<file path="src/rtl/pcie_msg_queue_mgr.sv">
// Per-queue circular SRAM space allocator for assembled PCIe messages, with
// firmware read-pointer tracking and count/timeout interrupt coalescing.
module pcie_msg_queue_mgr #(
   parameter int NUM_Q  = 15,
   parameter int QID_W  = 4,
   parameter int ADDR_W = 10,
   parameter int PTR_W  = 8,
   parameter int CNT_W  = 4,
   parameter int TMR_W  = 16
) (
   input  logic                     clk,
   input  logic                     rst_n,
   input  logic [NUM_Q-1:0]         i_q_enable,
   input  logic [NUM_Q*ADDR_W-1:0]  i_q_init_addr,
   input  logic [NUM_Q*PTR_W-1:0]   i_q_depth,
   input  logic                     i_alloc_req,
   input  logic [QID_W-1:0]         i_alloc_qid,
   input  logic [PTR_W-1:0]         i_alloc_len,
   output logic                     o_alloc_done,
   output logic                     o_alloc_err,
   output logic [ADDR_W-1:0]        o_alloc_addr,
   input  logic                     i_rptr_we,
   input  logic [QID_W-1:0]         i_rptr_qid,
   input  logic [PTR_W-1:0]         i_rptr_data,
   output logic [NUM_Q*PTR_W-1:0]   o_q_wptr,
   output logic [NUM_Q*(PTR_W+1)-1:0] o_q_used,
   output logic [NUM_Q-1:0]         o_q_empty,
   input  logic [CNT_W-1:0]         i_coal_cnt,
   input  logic [TMR_W-1:0]         i_coal_tmo,
   input  logic [NUM_Q-1:0]         i_intr_mask,
   input  logic [NUM_Q-1:0]         i_intr_clear,
   output logic [NUM_Q-1:0]         o_intr_status,
   output logic                     o_msg_interrupt,
   output logic [15:0]              o_drop_cnt
);
   localparam int UW = PTR_W + 1;

   logic [PTR_W-1:0]  r_wptr [NUM_Q];
   logic [PTR_W-1:0]  r_rptr [NUM_Q];
   logic [UW-1:0]     r_used [NUM_Q];
   logic [CNT_W-1:0]  r_pend [NUM_Q];
   logic [TMR_W-1:0]  r_tmr  [NUM_Q];
   logic [NUM_Q-1:0]  r_status, r_en_d;
   logic              r_irq, r_done, r_err;
   logic [ADDR_W-1:0] r_addr;
   logic [15:0]       r_drop;

   logic              w_a_qok, w_a_en, w_a_ok;
   logic [UW-1:0]     w_a_depth, w_a_used, w_a_free, w_a_sum;
   logic [PTR_W-1:0]  w_a_wptr, w_a_wnext;
   logic [ADDR_W-1:0] w_a_init, w_a_addr;
   logic              w_r_qok, w_r_ok;
   logic [UW-1:0]     w_r_depth, w_r_used, w_r_diff, w_r_cons;
   logic [PTR_W-1:0]  w_r_rptr;
   logic [CNT_W-1:0]  w_thr;
   logic [NUM_Q-1:0]  w_fall, w_hit_a, w_hit_r, w_set;

   // Allocation: select the addressed queue's state, then judge room against pre-update occupancy.
   always_comb begin
      w_a_qok   = 1'b0;
      w_a_en    = 1'b0;
      w_a_depth = '0;
      w_a_used  = '0;
      w_a_wptr  = '0;
      w_a_init  = '0;
      for (int q = 0; q < NUM_Q; q++) begin
         if (i_alloc_qid == QID_W'(q)) begin
            w_a_qok   = 1'b1;
            w_a_en    = i_q_enable[q];
            w_a_depth = UW'(i_q_depth[q*PTR_W +: PTR_W]);
            w_a_used  = r_used[q];
            w_a_wptr  = r_wptr[q];
            w_a_init  = i_q_init_addr[q*ADDR_W +: ADDR_W];
         end
      end
      w_a_free  = w_a_depth - w_a_used;
      w_a_ok    = i_alloc_req && w_a_qok && w_a_en && (i_alloc_len != '0) &&
                  (UW'(i_alloc_len) <= w_a_free);
      w_a_sum   = UW'(w_a_wptr) + UW'(i_alloc_len);
      w_a_wnext = (w_a_sum >= w_a_depth) ? PTR_W'(w_a_sum - w_a_depth) : PTR_W'(w_a_sum);
      w_a_addr  = w_a_init + ADDR_W'(w_a_wptr);
   end

   always_comb begin
      w_r_qok   = 1'b0;
      w_r_depth = '0;
      w_r_used  = '0;
      w_r_rptr  = '0;
      for (int q = 0; q < NUM_Q; q++) begin
         if (i_rptr_qid == QID_W'(q)) begin
            w_r_qok   = 1'b1;
            w_r_depth = UW'(i_q_depth[q*PTR_W +: PTR_W]);
            w_r_used  = r_used[q];
            w_r_rptr  = r_rptr[q];
         end
      end
      w_r_diff = UW'(i_rptr_data) + w_r_depth - UW'(w_r_rptr);
      w_r_cons = (w_r_diff >= w_r_depth) ? (w_r_diff - w_r_depth) : w_r_diff;
      w_r_ok   = i_rptr_we && w_r_qok && (UW'(i_rptr_data) < w_r_depth) &&
                 (w_r_cons <= w_r_used);
   end

   always_comb begin
      w_thr   = (i_coal_cnt == '0) ? CNT_W'(1) : i_coal_cnt;
      w_fall  = '0;
      w_hit_a = '0;
      w_hit_r = '0;
      w_set   = '0;
      for (int q = 0; q < NUM_Q; q++) begin
         w_fall[q]  = r_en_d[q] & ~i_q_enable[q];
         w_hit_a[q] = w_a_ok && (i_alloc_qid == QID_W'(q));
         w_hit_r[q] = w_r_ok && (i_rptr_qid == QID_W'(q));
         w_set[q]   = (r_pend[q] != '0) &&
                      ((r_pend[q] >= w_thr) ||
                       ((i_coal_tmo != '0) && (r_tmr[q] == i_coal_tmo)));
      end
   end

   always_ff @(posedge clk or negedge rst_n) begin
      if (!rst_n) begin
         for (int q = 0; q < NUM_Q; q++) begin
            r_wptr[q] <= '0;
            r_rptr[q] <= '0;
            r_used[q] <= '0;
            r_pend[q] <= '0;
            r_tmr[q]  <= '0;
         end
         r_status <= '0;
         r_en_d   <= '0;
      end else begin
         r_en_d <= i_q_enable;
         for (int q = 0; q < NUM_Q; q++) begin
            if (w_fall[q]) begin
               r_wptr[q]   <= '0;
               r_rptr[q]   <= '0;
               r_used[q]   <= '0;
               r_pend[q]   <= '0;
               r_tmr[q]    <= '0;
               r_status[q] <= 1'b0;
            end else begin
               if (w_hit_a[q]) r_wptr[q] <= w_a_wnext;
               if (w_hit_r[q]) r_rptr[q] <= i_rptr_data;
               r_used[q] <= r_used[q] + (w_hit_a[q] ? UW'(i_alloc_len) : '0)
                                      - (w_hit_r[q] ? w_r_cons : '0);
               // A firing queue restarts coalescing; a same-cycle accept becomes the first pending message.
               if (w_set[q]) begin
                  r_pend[q]   <= w_hit_a[q] ? CNT_W'(1) : '0;
                  r_tmr[q]    <= '0;
                  r_status[q] <= 1'b1;
               end else begin
                  if (w_hit_a[q]) r_pend[q] <= r_pend[q] + CNT_W'(1);
                  if (r_pend[q] != '0) r_tmr[q] <= r_tmr[q] + TMR_W'(1);
                  else                 r_tmr[q] <= '0;
                  if (i_intr_clear[q]) r_status[q] <= 1'b0;
               end
            end
         end
      end
   end

   always_ff @(posedge clk or negedge rst_n) begin
      if (!rst_n) begin
         r_done <= 1'b0;
         r_err  <= 1'b0;
         r_addr <= '0;
         r_drop <= '0;
         r_irq  <= 1'b0;
      end else begin
         r_done <= i_alloc_req;
         r_err  <= i_alloc_req && !w_a_ok;
         r_addr <= i_alloc_req ? w_a_addr : '0;
         if (i_alloc_req && !w_a_ok && (r_drop != 16'hFFFF)) r_drop <= r_drop + 16'd1;
         r_irq  <= |(r_status & i_intr_mask);
      end
   end

   always_comb begin
      o_q_wptr  = '0;
      o_q_used  = '0;
      o_q_empty = '0;
      for (int q = 0; q < NUM_Q; q++) begin
         o_q_wptr[q*PTR_W +: PTR_W] = r_wptr[q];
         o_q_used[q*UW +: UW]       = r_used[q];
         o_q_empty[q]               = (r_used[q] == '0);
      end
   end

   assign o_alloc_done    = r_done;
   assign o_alloc_err     = r_err;
   assign o_alloc_addr    = r_addr;
   assign o_intr_status   = r_status;
   assign o_msg_interrupt = r_irq;
   assign o_drop_cnt      = r_drop;

endmodule

</file>
<file path="config.mk">
export PLATFORM = sky130hd
export DESIGN_NAME = pcie_msg_queue_mgr
export DESIGN_NICKNAME = d
export VERILOG_FILES = /design/src/rtl/pcie_msg_queue_mgr.sv
export SDC_FILE = /design/constraint.sdc
export NUM_CORES = 2
export LEC_CHECK = 0
export CORE_MARGIN = 4
export CORE_UTILIZATION = 35
export DETAILED_ROUTE_END_ITERATION = 7
export DONT_BUFFER_PORTS = 1
export PLACE_DENSITY = 0.48
export SLEW_MARGIN = 5
export SYNTH_ARGS = -nofsm -noshare
export SYNTH_HDL_FRONTEND = slang
export SYNTH_SLANG_ARGS = --single-unit
</file>
<file path="constraint.sdc">
create_clock -name clk -period 12.6 [get_ports clk]
set_input_delay 2.52 -clock clk [delete_from_list [all_inputs] [get_ports clk]]
set_output_delay 2.52 -clock clk [all_outputs]
set_load 0.005 [all_outputs]
</file>
Yosys cells after proc, flatten, opt, wreduce, memory -nomap -nowiden
Cells that the tools add are included.
Widths: inputs -> output; s select.
{"block": "word_totals", "reg_bits": 734, "in_bits": 363, "out_inout_bits": 314}
{"block": "classes", "addsub": 68, "n_lt_le_gt_ge": 20, "n_eq_ne": 44, "muxes": 409, "bitwise_logic": 31, "n_reduce_logical": 181}
{"op": "$mux 8", "count": 108}
{"op": "$mux 9", "count": 89}
{"op": "$mux 16", "count": 45}
{"op": "$add 16x1->16 const B", "count": 16}
{"op": "$eq 16x16->1", "count": 15}
{"op": "$mux 4", "count": 46}
{"op": "$mux 10", "count": 16}
{"op": "$sub 9x9->9", "count": 17}
{"op": "$add 9x8->9", "count": 15}
{"op": "$logic_not 9->1", "count": 15}
{"op": "$mux 1", "count": 105}
{"op": "$reduce_bool 3->1", "count": 30}
{"op": "$logic_and 1x1->1", "count": 69}
{"op": "$add 4x1->4 const B", "count": 15}
{"op": "$ge 4x4->1", "count": 15}
{"op": "$reduce_bool 2->1", "count": 30}
{"op": "$reduce_bool 4->1", "count": 15}
{"op": "$eq 4x4->1 const B", "count": 14}
{"op": "$eq 4x3->1 const B", "count": 8}
{"op": "$ge 9x9->1", "count": 2}
{"op": "$eq 4x2->1 const B", "count": 4}
{"op": "$ne 16x16->1 const B", "count": 1}
{"op": "$reduce_bool 16->1", "count": 1}
{"op": "$and 1x1->1", "count": 15}
{"op": "16 further kinds", "count": 47}

Longest topological paths before layout
{"block": "depth", "ltp_word": 26, "mapped_depth": 52, "ltp_nobuf": 44}

Least setup slack after synthesis
No wires, ideal clock.
{"block": "synth_path", "kind": "input to register", "start": "in i_rptr_qid[1]", "end": "reg r_used, in the netlist o_q_used[62]", "setup_ps": 66, "arrival_time_ps": 12560, "required_ps": 12534, "path_slack_ps": -26, "stages": 47, "n_path_buf": 10, "path_cell_list": "buf_2 buf_2 buf_1 buf_2 buf_2 buf_1 buf_1 o21ai_0 a32oi_1 o21a_1 inv_1 fa_1 ha_1 a21o_1 a21oi_1 xnor2_1 ha_1 clkbuf_1 [... 11 more ...] a31oi_1 a21o_1 a21oi_2 nand2_1 clkbuf_1 nor2_1 ha_1 inv_1 ha_1 fa_1 a21oi_1 o21ai_0 a2111oi_0 nor3_1 xnor2_1 nor4_1 a211oi_1 o311a_1"}
{"block": "synth_between", "elab_chain_cells": 26, "elab_cells_between_ends": 89, "cone_classes": "add/sub: 4; order compare: 3; eq/ne: 14; mux: 63; reduce/logical: 5"}
{"item": "from (decl)", "line_no": "23", "rtl": "input logic [QID_W-1:0] i_rptr_qid,"}
{"item": "$logic_not 4->1", "line_no": "90", "rtl": "if (i_rptr_qid == QID_W'(q)) begin"}
{"item": "$mux 8", "line_no": "90"}
{"item": "$mux 9 (14 in series)", "line_no": "90"}
{"item": "$add 8x9->9", "line_no": "97", "rtl": "w_r_diff = UW'(i_rptr_data) + w_r_depth - UW'(w_r_rptr);"}
{"item": "$sub 9x8->9", "line_no": "97"}
{"item": "$sub 9x9->9 / $ge 9x9->1 (equally long branches)", "line_no": "98", "rtl": "w_r_cons = (w_r_diff >= w_r_depth) ? (w_r_diff - w_r_depth) : w_r_diff;"}
{"item": "$mux 9", "line_no": "98"}
{"item": "$le 9x9->1", "line_no": "100", "rtl": "(w_r_cons <= w_r_used);"}
{"item": "$logic_and 1x1->1", "line_no": "99", "rtl": "w_r_ok = i_rptr_we && w_r_qok && (UW'(i_rptr_data) < w_r_depth) &&"}
{"item": "$logic_and 1x1->1", "line_no": "112", "rtl": "w_hit_r[q] = w_r_ok && (i_rptr_qid == QID_W'(q));"}
{"item": "$mux 9 (*)", "line_no": "144", "rtl": "- (w_hit_r[q] ? w_r_cons : '0);"}
{"item": "$sub 9x9->9 (*)", "line_no": "144"}
{"item": "$mux 9 (*)", "line_no": "133", "rtl": "if (w_fall[q]) begin"}
{"item": "to (signal, indexed assignment)", "line_no": "143", "rtl": "r_used[q] <= r_used[q] + (w_hit_a[q] ? UW'(i_alloc_len) : '0)"}
{"item": "to (decl)", "line_no": "40", "rtl": "logic [UW-1:0] r_used [NUM_Q];"}
Mark *: on every way between the ends. The rest lies on a longest branch, timed or not.
A chain may end at the register's enable or synchronous reset.

Final worst setup path
{"block": "layout_path", "start": "in i_rptr_qid[0]", "end": "reg r_used, in the netlist o_q_used[89]"}
The elaborated chain is that of the path after synthesis.

==> flow_summary.json <==
{
  "cts_buffer_depth": 3,
  "clk_latency_ns": 0.74,
  "syn_avg_cell_area_um2": 8.626,
  "viasPerCell": 5.977,
  "cts-root-buf": "clkbuf_16",
  "hold_buffers": 0,
  "post-place-ws_ns": -0.02295,
  "combPwrFrac": 0.523,
  "drt_iter0_drc": 5643,
  "worst_slack_ns": 0.4325,
  "crit_required_ns": 13.23,
  "outcome": "finished clean",
  "nets": 7097,
  "antenna_found_initial": 45,
  "ys_types": 88,
  "place_area_um2": 57710,
  "numCtsBuffers": 95,
  "synth_edf_count": 0,
  "pwr-share-clk": 0.219,
  "hp-class": "register to register",
  "die_y_um": 403.0,
  "p_leak_nw": 26.27,
  "ys_seq_area_frac": 0.3364,
  "rsz0062_at_grt": "false",
  "routabilityCongestion": 1.066,
  "io_pins": 677,
  "firstDrtPassIters": 8,
  "skew_ns": 0.03114,
  "synth_adder_area_share": 0.1205,
  "clock-sinks": 734,
  "critPathMaxFanout": 78,
  "start_util": 0.3532,
  "grt_max_degree": 735,
  "post_drt_wl_per_cell_um": 34.04,
  "globalRouteOverflowTotal": 0,
  "pwr-share-seq": 0.258,
  "async_flop_share": 1.000,
  "startpoint_type": "input pin",
  "synth_compound_area_frac": 0.1354,
  "hold-worst-slack_ns": 0.5180,
  "fillers": 15790,
  "period_needed_ns": 12.17,
  "drc": 0,
  "port_buffers": 0,
  "htree_num_levels": 3,
  "max_clock_freq_mhz": 82.19,
  "syn_nets": 7139,
  "crit_slowest_cell": "a222oi_1",
  "yosys_warnings": 0,
  "timing_worst_slew_pin_value_ns": 1.323,
  "cp_slowest_stage_delay_ns": 0.84,
  "core_area_um2": 154600,
  "cts-resized-gates": 0,
  "min_period_over_period": 0.9657,
  "grt_pass1_wl_mm": 395.3,
  "peakVddDrop_mv": 0.5910,
  "drtAntennaViolNets": 0,
  "net-switching-power_mw": 6.445,
  "netlist_area_um2": 54600,
  "setup_tns_ns": 0,
  "wl_mm": 287.7,
  "grt.total_usage": 0.3444,
  "synthSimpleGateAreaFrac": 0.1909,
  "synthMuxAreaShare": 0.05378,
  "path_clk_slew_ns": 0.06,
  "cts_setup_buffers": 0,
  "slew_violations": 0,
  "synthToLayoutAreaGrowth_pct": 12.19,
  "power.internal_mw": 6.830,
  "pwr_density_cell_nw_per_um2": 216.7,
  "final-hold-violation-count": 0,
  "syn_inst": 6330,
  "instances_no_fill": 8451,
  "cts_tree": "yes",
  "die-width_um": 403.0,
  "grt_pass1_vias": 48690,
  "yosys_register_bits": 734,
  "fp.dieArea_um2": 162400,
  "ys.flop_type": "dfrtp_1",
  "setup_violations": 0,
  "routed-via-count": 50520,
  "dp_cells": 8228,
  "synth_xor_area_frac": 0.1033,
  "drive_gt1_frac": 0.08745,
  "design_area_um2": 61260,
  "netSwitchingFraction": 0.4855,
  "synth_top_family_by_area": "simple AND/OR/NAND/NOR gates",
  "rows": 144,
  "relSlewSlack": 0.1128,
  "worstPathArrival_ns": 12.80,
  "crit_path_end_kind": "register",
  "r2r_setup_slack_ns": 1.98,
  "hpwlAfterDp_mm": 213.4,
  "critical_path_class": "input pin to register",
  "cap_violations": 0
}
-- layer usage --
layer / vias up / track usage / share of wire
met5: - / 0 / 0.00042
li1: 21560 / - / -
met4: 14 / 0.2169 / 0.078
met2: 2757 / 0.5174 / 0.43
met3: 816 / 0.1252 / 0.11
met1: 25370 / 0.4185 / 0.38
-- power groups by stage --
stage | logic (mW) | clock network, mW | registers, mW
6_report | 6.95 | 2.91 | 3.42
5_1_grt | 7.47 | 3.05 | 3.39
4_1_cts | 6.74 | 2.96 | 3.37
3_5_place_dp | 6.70 | 0 | 3.41
3_3_place_gp | 6.67 | 0 | 3.41
2_1_floorplan | 4.32 | 0 | 2.97
-- logic make-up after synthesis --
| family | count (synthesis) |
|---|---|
| AOI/OAI and AO/OA | 1127 |
| adders and majority gates | 446 |
| and+or+nand+nor | 2302 |
| DFF | 734 |
| xor gates and xnor gates | 644 |
| muxes | 234 |
| buffers and inverters | 843 |
-- area by class of cell --
cell class	count	area, µm²	share of cell area
multi-input cells	4753	33380	0.5449
flip-flops and latches	734	18370	0.2998
clock buffers	132	2718	0.04436
well taps	2044	2557	0.04174
inverters	480	1802	0.02941
repair buffers	224	1765	0.02882
clock inverters	46	574.3	0.009374
diodes	38	95.09	0.001552
-- metrics by stage --
stage / utilization / power (mW)
after floorplan: - / 7.297
final: 0.3963 / 13.27
after global routing: 0.3958 / 13.91
after CTS: 0.3946 / 13.07
after detailed placement: 0.3733 / 10.11
after global placement: 0.3733 / 10.08
-- synth_stat cells, drive strengths merged (74+ instances only) --
master  instances  area, µm²
nor2          771       2909
nand2         752       2823
dfrtp         734      18370
inv           479       1798
xnor2         366       3206
a21oi         355       1795
ha            313       3916
xor2          278       2435
clkbuf        257      964.7
nand3         196      980.9
o21ai         191      955.9
mux2i         164       1664
fa            133       2663
nand4         132      825.8
buf           106      496.7
nand2b         88      550.5
a22oi          87      653.1
nor3           87      450.4
a21o           74      555.5
-- path summary, 6_finish.rpt --
path | from | endpoint | cells after the start
max | i_rptr_qid[0] | o_q_used[89] | 39
min | o_drop_cnt[6] | o_drop_cnt[6] | 1
max reg2reg | r_rptr[53] | o_q_used[89] | 39
min reg2reg | o_drop_cnt[6] | o_drop_cnt[6] | 1
max in group asynchronous | rst_n | r_tmr[115] | 2
min in group asynchronous | rst_n | o_q_used[101] | 0
-- critical path, delay by kind of cell --
kind                       cells  cell delay, ns
muxes                          1            0.30
and+or+nand+nor                8            1.64
AOI/OAI and AO/OA             19            5.17
buffers and inverters          3            0.50
xor gates and xnor gates       2            0.49
adders and majority gates      6            2.09
-- registers in the layout (all words and copies together) (netlist names) --
register	count
r_tmr	240
r_rptr	120
o_intr_status	15
r_en_d	15
o_alloc_addr	10
o_alloc_done	1
r_pend	60
o_q_wptr	120
o_msg_interrupt	1
o_q_used	135
o_alloc_err	1
o_drop_cnt	16
-- layout by cell type, fill, tap and decap left out, types with 44 or more instances in the layout --
cell,n
a211oi_1,48
a21o_1,74
a21oi_1,349
a221oi_1,50
a22oi_1,87
and2_1,44
buf_4,219
clkbuf_16,96
dfrtp_1,734
fa_1,133
ha_1,313
inv_1,479
mux2i_1,152
nand2_1,752
nand2b_1,86
nand3_1,194
nand4_1,132
nor2_1,757
nor3_1,84
o21ai_0,187
xnor2_1,366
xor2_1,277
Note: power is estimated with default switching activity, not from simulation.
